`config.mk`:
```
export PLATFORM = sky130hd
export DESIGN_NAME = exc_commit_ctrl
export DESIGN_NICKNAME = d
export VERILOG_FILES = /design/src/rtl/exc_commit_ctrl.sv
export SDC_FILE = /design/constraint.sdc
export NUM_CORES = 1
export LEC_CHECK = 0
export CAP_MARGIN = 20
export CORE_ASPECT_RATIO = 0.75
export CORE_MARGIN = 10
export CORE_UTILIZATION = 60
export DETAILED_ROUTE_END_ITERATION = 8
export DONT_BUFFER_PORTS = 1
export PLACE_DENSITY = 0.76
export SKIP_CTS_REPAIR_TIMING = 1
export SYNTH_ARGS = -nofsm -noshare
export SYNTH_HDL_FRONTEND = slang
export SYNTH_SLANG_ARGS = --single-unit
```
`constraint.sdc`:
```
create_clock -name clk -period 12.1 [get_ports clk]
set_clock_uncertainty 0.05 [all_clocks]
set_input_delay 3.63 -clock clk [delete_from_list [all_inputs] [get_ports clk]]
set_output_delay 3.63 -clock clk [all_outputs]
set_load 0.02 [all_outputs]
```
`src/rtl/exc_commit_ctrl.sv`:
```
// Commit-stage exception/interrupt controller owning CP0 Status/Cause/EPC/BadVAddr/Count/Compare.
// Define EXC_COMMIT_TIMER_EN to build the Count/Compare timer; without it Count/Compare read 0 and TI is 0.
module exc_commit_ctrl #(
    parameter int          INT_NUM    = 6,
    parameter logic [31:0] EXC_VECTOR = 32'hBFC00380,
    parameter int          COUNT_DIV  = 2
) (
    input  logic               clk,
    input  logic               reset,
    input  logic [INT_NUM-1:0] ext_int,
    input  logic               commit_valid,
    input  logic [5:0]         commit_ex,
    input  logic [31:0]        commit_pc,
    input  logic               commit_bd,
    input  logic               commit_load,
    input  logic [31:0]        commit_addr,
    input  logic               commit_eret,
    input  logic               mtc0_wen,
    input  logic [4:0]         mtc0_addr,
    input  logic [31:0]        mtc0_wdata,
    input  logic [4:0]         mfc0_addr,
    output logic [31:0]        mfc0_rdata,
    output logic               flush,
    output logic [31:0]        flush_pc,
    output logic               status_exl,
    output logic [31:0]        epc
);
    localparam int IPW = INT_NUM + 2;

    typedef enum logic {RUN, HANDLER} state_t;
    state_t state_q, state_d;

    logic [IPW-1:0]     im_q;
    logic               ie_q;
    logic [1:0]         ip_sw_q;
    logic [INT_NUM-1:0] ip_hw_q;
    logic [4:0]         exccode_q;
    logic               bd_q;
    logic [31:0]        epc_q, badvaddr_q;
    logic               flush_q;
    logic [31:0]        flush_pc_q;

    logic               ti;
    logic [31:0]        count_val, compare_val;

    logic [INT_NUM-1:0] ip_hw_eff;
    logic [IPW-1:0]     ip;
    logic               exl, int_req, int_take, ex_take, take, eret_acc, wr;
    logic [4:0]         code_d;

    assign exl = (state_q == HANDLER);

    // TI shares the top hardware IP line
    always_comb begin
        ip_hw_eff = ip_hw_q;
        ip_hw_eff[INT_NUM-1] = ip_hw_q[INT_NUM-1] | ti;
        ip = {ip_hw_eff, ip_sw_q};
    end

    assign int_req  = ie_q & ~exl & (|(ip & im_q));
    assign int_take = commit_valid & int_req;
    assign ex_take  = commit_valid & (|commit_ex);
    assign take     = int_take | ex_take;
    assign eret_acc = commit_valid & commit_eret & ~take;
    assign wr       = commit_valid & mtc0_wen & ~take;

    always_comb begin
        code_d = 5'd0;
        if (int_take)          code_d = 5'd0;
        else if (commit_ex[5]) code_d = 5'd4;
        else if (commit_ex[4]) code_d = 5'd10;
        else if (commit_ex[3]) code_d = 5'd12;
        else if (commit_ex[2]) code_d = 5'd9;
        else if (commit_ex[1]) code_d = 5'd8;
        else if (commit_ex[0]) code_d = commit_load ? 5'd4 : 5'd5;
    end

    always_comb begin
        state_d = state_q;
        if (take)
            state_d = HANDLER;
        else if (eret_acc)
            state_d = RUN;
        else if (wr && mtc0_addr == 5'd12)
            state_d = mtc0_wdata[1] ? HANDLER : RUN;
    end

    always_ff @(posedge clk or posedge reset) begin
        if (reset) state_q <= RUN;
        else       state_q <= state_d;
    end

    always_ff @(posedge clk or posedge reset) begin
        if (reset) begin
            im_q       <= '0;
            ie_q       <= 1'b0;
            ip_sw_q    <= 2'b00;
            ip_hw_q    <= '0;
            exccode_q  <= 5'd0;
            bd_q       <= 1'b0;
            epc_q      <= 32'd0;
            badvaddr_q <= 32'd0;
            flush_q    <= 1'b0;
            flush_pc_q <= 32'd0;
        end else begin
            ip_hw_q <= ext_int;
            flush_q <= take | eret_acc;
            if (take) begin
                exccode_q  <= code_d;
                flush_pc_q <= EXC_VECTOR;
                if (!exl) begin
                    epc_q <= commit_bd ? commit_pc - 32'd4 : commit_pc;
                    bd_q  <= commit_bd;
                end
                if (!int_take && commit_ex[5])
                    badvaddr_q <= commit_pc;
                else if (!int_take && commit_ex[5:1] == 5'd0)
                    badvaddr_q <= commit_addr;
            end else begin
                if (eret_acc)
                    flush_pc_q <= epc_q;
                if (wr) begin
                    case (mtc0_addr)
                        5'd12: begin
                            im_q <= mtc0_wdata[8 +: IPW];
                            ie_q <= mtc0_wdata[0];
                        end
                        5'd13:   ip_sw_q <= mtc0_wdata[9:8];
                        5'd14:   epc_q   <= mtc0_wdata;
                        default: ;
                    endcase
                end
            end
        end
    end

`ifdef EXC_COMMIT_TIMER_EN
    localparam logic [1:0] PRESC_MAX = 2'(COUNT_DIV - 1);
    logic [1:0]  presc_q;
    logic [31:0] count_q, compare_q;
    logic        ti_q;
    logic        count_wr, compare_wr;

    assign count_wr   = wr && mtc0_addr == 5'd9;
    assign compare_wr = wr && mtc0_addr == 5'd11;

    always_ff @(posedge clk or posedge reset) begin
        if (reset) begin
            presc_q   <= 2'd0;
            count_q   <= 32'd0;
            compare_q <= 32'd0;
            ti_q      <= 1'b0;
        end else begin
            if (count_wr) begin
                count_q <= mtc0_wdata;
                presc_q <= 2'd0;
            end else if (presc_q == PRESC_MAX) begin
                count_q <= count_q + 32'd1;
                presc_q <= 2'd0;
            end else begin
                presc_q <= presc_q + 2'd1;
            end
            if (compare_wr) begin
                compare_q <= mtc0_wdata;
                ti_q      <= 1'b0;
            end else if (count_q == compare_q) begin
                ti_q <= 1'b1;
            end
        end
    end

    assign ti          = ti_q;
    assign count_val   = count_q;
    assign compare_val = compare_q;
`else
    assign ti          = 1'b0;
    assign count_val   = 32'd0;
    assign compare_val = 32'd0;
`endif

    logic [31:0] status_rd, cause_rd;
    always_comb begin
        status_rd = 32'h0040_0000;
        status_rd[8 +: IPW] = im_q;
        status_rd[1] = exl;
        status_rd[0] = ie_q;
        cause_rd = 32'd0;
        cause_rd[31] = bd_q;
        cause_rd[30] = ti;
        cause_rd[8 +: IPW] = ip;
        cause_rd[6:2] = exccode_q;
    end

    always_comb begin
        case (mfc0_addr)
            5'd8:    mfc0_rdata = badvaddr_q;
            5'd9:    mfc0_rdata = count_val;
            5'd11:   mfc0_rdata = compare_val;
            5'd12:   mfc0_rdata = status_rd;
            5'd13:   mfc0_rdata = cause_rd;
            5'd14:   mfc0_rdata = epc_q;
            default: mfc0_rdata = 32'd0;
        endcase
    end

    assign flush      = flush_q;
    assign flush_pc   = flush_pc_q;
    assign status_exl = exl;
    assign epc        = epc_q;
endmodule

```
==> flow_summary.ini, run 1 <==
[pwr]
netSwitchingFraction = 0.300
p_per_area_nw_per_um2 = 174
ir_drop_uv = 118
power_mw = 1.22
pwr-share-seq = 0.461
p_sw_uw = 367
p_int_uw = 857
p_clk_frac = 0.447
cellLeakagePower_nw = 3.03
p_comb_frac = 0.092

[floorplanning]
die_h_um = 109
dieWidth_um = 139
ioPinCount = 223
design.die.area_um2 = 15100
core_region_area_um2 = 10300
rows = 32
start_util = 0.614

[cts]
clock-sinks = 120
clockBufferDepth = 2
cts_tree = done
cts.htree.levels = 4
insertion_delay_ps = 420
root_buffer = clkbuf_16
numCtsBuffers = 17
clkTransAtPathRegs_ps = 60

[timing]
slew_viol_final = 0
max_freq_mhz = 108
fin_tns_setup_ps = 0
rsz0062_at_grt = no
max_slew.worst_pin.slew_ps = 1090
hold_violations = 0
setup_viol = 0
timing.final.ws_setup_ps = 2880
fin_crit_sh = 0.762
slew-limit-headroom = 0.276
fin_crit_ps = 9220

[global_routing]
grt_pass1_vias = 5298
antenna_found_initial = 0
grt_max_degree = 79
gr-usage-all-layers = 0.272
grt_remaining_overflow = 0
grt_pass1_wl_mm = 32.2

[status]
status = complete, no violations

[job]
maxCapViolCount = 0

[worst_hold_path]
hold_path_class = reg2reg

[drt]
dr_wl_met3_mm = 2.55
vias_per_cell = 7.03
highest-signal-layer = met4
dr_wl_met2_mm = 10.2
wl_per_cell_um = 28.0
drt_first_iter_violations = 467
num_vias = 5304
first_pass_iters = 6
drc = 0
wirelength_mm = 21.1
m1WireLength_mm = 7.92
ant_nets = 0

[layout]
instances_no_fill = 754
diodes = 0
drive_gt1_frac = 0.117
syn2layout_area_growth_pct = 11.5
nNetsFinal = 731

[placed_design]
place_inst = 719
dpl_worst_slack_ps = 2870
gp_congestion = 0.877
port_buffers = 0
dpl.hpwl_mm = 15.1

[synth]
synth_seq_area_share = 0.475
synth.most_common_cell = dfrtp_1
ys_types = 56
syn_avg_cell_area_um2 = 10.1
synth_cells = 624
yosys-top-cells-area = dfrtp_1, mux2i_1, a22o_1
synthTopCellsByCount = dfrtp_1, nand2_1, o21ai_0
ys.warnings.count = 0
synth.top_cell.area_share = 0.475
synth-edff-count = 0
syn-num-nets = 750
synthArstFlopShare = 1.00
ys_ff_latch = 120
synth_area_um2 = 6320
synth_top_cell_by_area = dfrtp_1
synth_flop_cell = dfrtp_1

[setup_path]
crit_required_ps = 8420
worstSetupEndpointType = output pin
cp.arrival_ps = 5540
cp_max_fo = 15
cp-start-kind = input port
worstSetupPathType = in2out
==> metrics by stage <==
step | hold slack [ps] | util | cell area, um^2
floorplan | 399 | - | 6320
global placement | 412 | 0.618 | 6360
detailed placement | 422 | 0.618 | 6360
CTS | 434 | 0.680 | 7000
global route | 454 | 0.685 | 7050
finish | 435 | 0.685 | 7050
==> layout make-up <==
cell class                 count  area, um^2
tap                          136         170
clock buffer                  19         443
timing repair buffer          11         110
multi-input combinational    444        3080
inverter                      11        43.8
fill                         802        3240
sequential                   120        3000
clock inverter                13         195
==> final timing paths <==
kind,slack [ps],end,from,depth (start not counted)
max in group asynchronous,7910,flush_pc[10],reset,3
setup reg to reg,8340,flush_pc[9],im_q[5],6
hold / removal,430,badvaddr_q[24],badvaddr_q[24],2
hold reg to reg,430,badvaddr_q[24],badvaddr_q[24],2
setup / recovery,2880,mfc0_rdata[30],mfc0_addr[0],4
min in group asynchronous,3080,im_q[7],reset,1
==> logic make-up after synthesis <==
family,synth area share
buffers and inverters,0.0412
XOR/XNOR,0.0152
AND/OR/NAND/NOR,0.155
flip-flops,0.475
AO/OA/AOI/OAI,0.206
adder cells (fa/ha/maj),0.00198
multiplexers,0.106
==> power by group through the flow <==
stage | clock network (mW) | logic (mW) | registers, mW
4_1_cts | 0.547 | 0.112 | 0.564
5_1_grt | 0.569 | 0.129 | 0.571
3_3_place_gp | 0 | 0.106 | 0.568
2_1_floorplan | 0 | 0.0958 | 0.539
6_report | 0.547 | 0.113 | 0.564
3_5_place_dp | 0 | 0.111 | 0.570
==> per-layer routing <==
metal | up-vias | track usage
met5 | - | 0
met3 | 38 | 0.106
met4 | 0 | 0.0983
li1 | 2321 | -
met1 | 2635 | 0.325
met2 | 310 | 0.443
==> layout by cell type (no fill, tap or decap), types with 3 or more instances in the layout <==
cell type | synthesis | routed
a21oi_1 | 5 | 5
a222oi_1 | 5 | 5
a22o_1 | 37 | 37
a22oi_1 | 20 | 20
a31oi_1 | 3 | 3
and3_1 | 3 | 3
buf_4 | 2 | 9
bufinv_16 | 0 | 4
clkbuf_16 | 0 | 17
clkinv_4 | 0 | 4
clkinvlp_4 | 0 | 3
dfrtp_1 | 120 | 120
inv_1 | 11 | 10
mux2_2 | 17 | 17
mux2i_1 | 45 | 45
nand2_1 | 50 | 50
nand3_1 | 36 | 36
nand3b_1 | 5 | 5
nand4_1 | 3 | 3
nor2_1 | 36 | 34
nor3_1 | 19 | 18
nor4_1 | 12 | 12
o21a_1 | 3 | 3
o21ai_0 | 47 | 47
o22a_1 | 12 | 12
o311a_1 | 3 | 3
o31a_1 | 9 | 9
o31ai_1 | 22 | 22
or3_1 | 5 | 5
or4_1 | 6 | 6
xnor2_1 | 9 | 9
==> critical path, cell delays in order <==
cell    delay, ps
or3b_2        540
nor2_2        670
buf_4         370
a22o_1        320
==> state kept, by name, indices dropped and copies added, names as in the netlist <==
register and cells:
flush 1, ip_sw_q 2, status_exl 1, bd_q 1, badvaddr_q 32, im_q 8, ie_q 1, flush_pc 32
epc 32, ip_hw_eff 6, exccode_q 4
(Power assumes the default switching activity.)
==> inputs of run 2 (changes only) <==
--- a/config.mk
+++ b/config.mk
@@ -8,7 +8,7 @@
 export CAP_MARGIN = 20
 export CORE_ASPECT_RATIO = 0.75
 export CORE_MARGIN = 10
-export CORE_UTILIZATION = 60
+export CORE_UTILIZATION = 58
 export DETAILED_ROUTE_END_ITERATION = 8
 export DONT_BUFFER_PORTS = 1
 export PLACE_DENSITY = 0.76
==> constraint.sdc (replaced) <==
create_clock -name clk -period 7.6 [get_ports clk]
set_clock_uncertainty 0.05 [all_clocks]
set_input_delay 2.28 -clock clk [delete_from_list [all_inputs] [get_ports clk]]
set_output_delay 2.28 -clock clk [all_outputs]
set_load 0.02 [all_outputs]
==> run 2 against run 1 <==
Net effect: first-iteration DRC count grew 4.5%; setup slack lost 1400 ps; power increased by 54%; flip-flop and latch count stayed put; hold slack got worse by 2.2 ps; register-to-register slack worse by 4500 ps; critical path type unchanged; critical endpoint is now mfc0_rdata[12].
==> flow_summary.ini, run 2 (same netlist as run 1, synthesis figures left out) <==
[cts]
clkTransAtPathRegs_ps = 50
insertion_delay_ps = 410
root_buffer = clkbuf_16
numCtsBuffers = 17
clock-sinks = 120
cts.htree.levels = 4
clockBufferDepth = 2
cts_tree = done

[drt]
ant_nets = 0
first_pass_iters = 5
drt_first_iter_violations = 488
vias_per_cell = 7.02
wl_per_cell_um = 27.8
dr_wl_met2_mm = 10.0
num_vias = 5301
m1WireLength_mm = 8.11
highest-signal-layer = met4
dr_wl_met3_mm = 2.58
wirelength_mm = 21.0
drc = 0

[global_routing]
grt_max_degree = 64
gr-usage-all-layers = 0.260
grt_pass1_wl_mm = 32.1
antenna_found_initial = 0
grt_pass1_vias = 5204
grt_remaining_overflow = 0

[worst_hold_path]
hold_path_class = reg2reg
holdPathEnd = badvaddr_q[23]
min_from = badvaddr_q[23]
whs_path_depth = 2

[pwr]
ir_drop_uv = 167
p_per_area_nw_per_um2 = 269
cellLeakagePower_nw = 3.02

[setup_path]
crit_chain = nand3b_1 > nor3b_2 > a22oi_1 > nand2_1
cp_max_fo = 13
r2r-end = flush_pc[25]
r2r_setup_slack_ps = 3860
timing.rr.start = im_q[0]
crit_slowest_cell = nor3b_2
worstSetupEndpointType = output pin
crit_required_ps = 5270
max_stage_delay_ps = 860
cp-start-kind = input port
reg2regPathDepth = 6
worstSetupPathType = in2out
cp.arrival_ps = 3770

[floorplanning]
ioPinCount = 223
die_h_um = 110
design.die.area_um2 = 15500
core_region_area_um2 = 10500
dieWidth_um = 141
rows = 32
start_util = 0.605

[timing]
fin_crit_sh = 0.802
slew-limit-headroom = 0.241
slew_viol_final = 0
hold_violations = 0
max_slew.worst_pin.slew_ps = 1140
fin_crit_ps = 6100
max_freq_mhz = 164
rsz0062_at_grt = no
fin_tns_setup_ps = 0
setup_viol = 0

[status]
status = complete, no violations

[layout]
final_common_cell = dfrtp_1
nNetsFinal = 732
drive_gt1_frac = 0.115
syn2layout_area_growth_pct = 10.6
layout_common_cells = dfrtp_1, nand2_1, o21ai_0, mux2i_1, a22o_1
final_util = 0.669
diodes = 0

[placed_design]
gp_congestion = 0.866
port_buffers = 0
dpl.hpwl_mm = 15.4

[job]
maxCapViolCount = 0
run 2: final cells by class:
cell class	count	area, um^2
repair buffers	12	97.6
flip-flops and latches	120	3000
inverters	11	43.8
clock inverters	7	90.1
multi-input cells	444	3080
well taps	136	170
clock buffers	25	505
fillers	805	3460
run 2: worst max-delay path by stage:
| stage | from | to | slack (ps) | depth (start not counted) |
|---|---|---|---|---|
| 4_1_cts | mfc0_addr[4] | mfc0_rdata[15] | 1540 | 4 |
| 6_report | mfc0_addr[4] | mfc0_rdata[12] | 1500 | 4 |
| 3_3_place_gp | mfc0_addr[4] | mfc0_rdata[12] | 1630 | 4 |
| 3_5_place_dp | mfc0_addr[4] | mfc0_rdata[15] | 1530 | 4 |
| 5_1_grt | mfc0_addr[4] | mfc0_rdata[12] | 1410 | 4 |
| 2_1_floorplan | mfc0_addr[0] | mfc0_rdata[16] | 1360 | 6 |
run 2: critical path: cells and delay by family:
| kind | cells | cell delay (ps) |
|---|---|---|
| AO/OA/AOI/OAI | 1 | 220 |
| AND/OR/NAND/NOR | 3 | 1260 |
run 2: through the flow:
stage / instances / power (mW) / setup slack (ps) / area (um^2) / hold WS [ps]
5_1_grt: 755 / 1.96 / 1410 / 6990 / 450
4_1_cts: 753 / 1.89 / 1540 / 6970 / 434
3_5_place_dp: 721 / 1.09 / 1530 / 6370 / 422
2_1_floorplan: 624 / 1.01 / 1360 / 6320 / 399
6_report: 755 / 1.88 / 1500 / 6990 / 432
3_3_place_gp: 721 / 1.07 / 1630 / 6370 / 412
run 2: per-layer routing:
layer | track usage | up-vias
li1 | - | 2312
met1 | 0.325 | 2640
met2 | 0.403 | 324
met3 | 0.106 | 25
met4 | 0.0758 | 0
met5 | 0 | -
run 2: power by group:
part | internal (mW) | total, mW | switching, mW | leakage, nW
registers | 0.724 | 0.899 | 0.175 | 1.48
logic | 0.0788 | 0.178 | 0.0987 | 1.25
clock network | 0.525 | 0.804 | 0.279 | 0.289
total | 1.33 | 1.88 | 0.553 | 3.02
==> inputs of run 3 (changes only) <==
--- a/config.mk
+++ b/config.mk
@@ -8,7 +8,7 @@
 export CAP_MARGIN = 20
 export CORE_ASPECT_RATIO = 0.75
 export CORE_MARGIN = 10
-export CORE_UTILIZATION = 58
+export CORE_UTILIZATION = 60
 export DETAILED_ROUTE_END_ITERATION = 8
 export DONT_BUFFER_PORTS = 1
 export PLACE_DENSITY = 0.76
==> constraint.sdc (replaced) <==
create_clock -name clk -period 5.8 [get_ports clk]
set_clock_uncertainty 0.05 [all_clocks]
set_input_delay 1.74 -clock clk [delete_from_list [all_inputs] [get_ports clk]]
set_output_delay 1.74 -clock clk [all_outputs]
set_load 0.02 [all_outputs]
==> run 3 against run 2 <==
Net effect: utilization is 1.7 points higher; final area is 1.0% higher; critical path depth is 1 higher; flip-flop and latch count stayed put; non-clock buffer count is 1 higher; clock-buffer cell count is 6 lower; power is 38% higher; combinational power is 31% higher; largest cell class unchanged; largest power group is now the clock network.
==> flow_summary.ini, run 3 (same netlist as run 1, synthesis figures left out) <==
[layout]
layout_common_cells = dfrtp_1, nand2_1, o21ai_0, mux2i_1, a22o_1
drive_gt1_frac = 0.118
nNetsFinal = 733
final_common_cell = dfrtp_1
syn2layout_area_growth_pct = 11.7
diodes = 0

[drt]
wl_per_cell_um = 27.9
num_vias = 5361
drt_first_iter_violations = 457
first_pass_iters = 5
wirelength_mm = 21.1
ant_nets = 0
vias_per_cell = 7.09
drc = 0

[global_routing]
gr-usage-all-layers = 0.272
grt_max_degree = 78
grt_remaining_overflow = 0
grt_pass1_vias = 5370
antenna_found_initial = 0
grt_pass1_wl_mm = 32.4

[timing]
fin_crit_ps = 5100
fin_tns_setup_ps = 0
max_slew.worst_pin.slew_ps = 1120
rsz0062_at_grt = no
slew_viol_final = 0
slew-limit-headroom = 0.253
hold_violations = 0
max_freq_mhz = 196
setup_viol = 0
fin_crit_sh = 0.879

[setup_path]
worstSetupEndpointType = output pin
critical_path_buf_inv_count = 2
r2r_setup_slack_ps = 1980
cp_max_fo = 13
crit_slowest_cell = or3b_2
reg2regPathDepth = 6
cp-start-kind = input port
timing.rr.start = im_q[0]
cp_top_family = simple AND/OR/NAND/NOR gates
r2r-end = flush_pc[22]
cp.arrival_ps = 3310
crit_required_ps = 4010
worstSetupPathType = in2out
max_stage_delay_ps = 550
crit_chain = or3b_2 > nor3_2 > buf_4 > a222oi_1 > inv_1

[worst_hold_path]
min_from = badvaddr_q[29]
whs_path_depth = 2
hold_path_class = reg2reg
holdPathEnd = badvaddr_q[29]

[pwr]
p_per_area_nw_per_um2 = 367
ir_drop_uv = 226
cellLeakagePower_nw = 3.05
power_mw = 2.59

[floorplanning]
die_h_um = 109
dieWidth_um = 139
rows = 32
design.die.area_um2 = 15100
ioPinCount = 223
start_util = 0.614
core_region_area_um2 = 10300

[cts]
clockBufferDepth = 2
root_buffer = clkbuf_16
clock-sinks = 120
insertion_delay_ps = 410
cts_tree = done
clkTransAtPathRegs_ps = 50
numCtsBuffers = 17
cts.htree.levels = 4

[status]
status = complete, no violations

[job]
maxCapViolCount = 0

[placed_design]
gp_congestion = 0.889
dpl.hpwl_mm = 15.2
port_buffers = 0
[run 3: cell types whose count changed in the layout (fill, tap and decap cells not counted), sizes merged]
cell      delta
buf          +1
bufinv       +4
clkbuf       -6
clkinv       +1
clkinvlp     +1
[run 3: report_power, final]
| part | switching [mW] | internal, mW | leakage [nW] |
|---|---|---|---|
| registers | 0.226 | 0.948 | 1.48 |
| clock network | 0.381 | 0.803 | 0.313 |
| logic | 0.130 | 0.104 | 1.26 |
| total | 0.737 | 1.85 | 3.05 |
[run 3: area by class of cell]
type,instances,area [um^2]
tap,136,170
multi-input combinational,444,3080
clock buffer,19,433
fill,812,3230
inverter,11,43.8
sequential,120,3000
timing repair buffer,13,105
clock inverter,13,226
[run 3: worst max path at each step]
stage	start	endpoint	slack [ps]	cells after the start
6_report	mfc0_addr[0]	mfc0_rdata[2]	700	5
5_1_grt	mfc0_addr[0]	mfc0_rdata[2]	650	5
4_1_cts	mfc0_addr[0]	mfc0_rdata[13]	700	5
3_5_place_dp	mfc0_addr[0]	mfc0_rdata[13]	710	5
3_3_place_gp	mfc0_addr[0]	mfc0_rdata[13]	740	5
2_1_floorplan	mfc0_addr[0]	mfc0_rdata[16]	640	6
[run 3: layer usage]
metal  share of wire  up-vias  global-route usage
met4           0.020        0              0.0871
met1            0.39     2651               0.341
met5               0        -                   0
met2            0.47      346               0.424
li1                -     2330                   -
met3            0.12       34               0.114
[run 3: stage by stage]
step                      hold slack, ps  std cells  utilization  worst slack, ps  instance area, um^2
after floorplan                      399        624            -              641                 6320
after global routing                 457        756        0.686              647                 7060
after detailed placement             422        722        0.620              711                 6380
after CTS                            434        754        0.684              704                 7040
after global placement               412        722        0.620              736                 6380
final                                430        756        0.686              703                 7060
[run 3: worst register-to-register path: stages (launching register included)]
cell and delay (ps):
dfrtp_1 400, a22oi_1 220, and4_1 410, or2_2 660
and2_1 990, inv_1 580, o22a_1 390
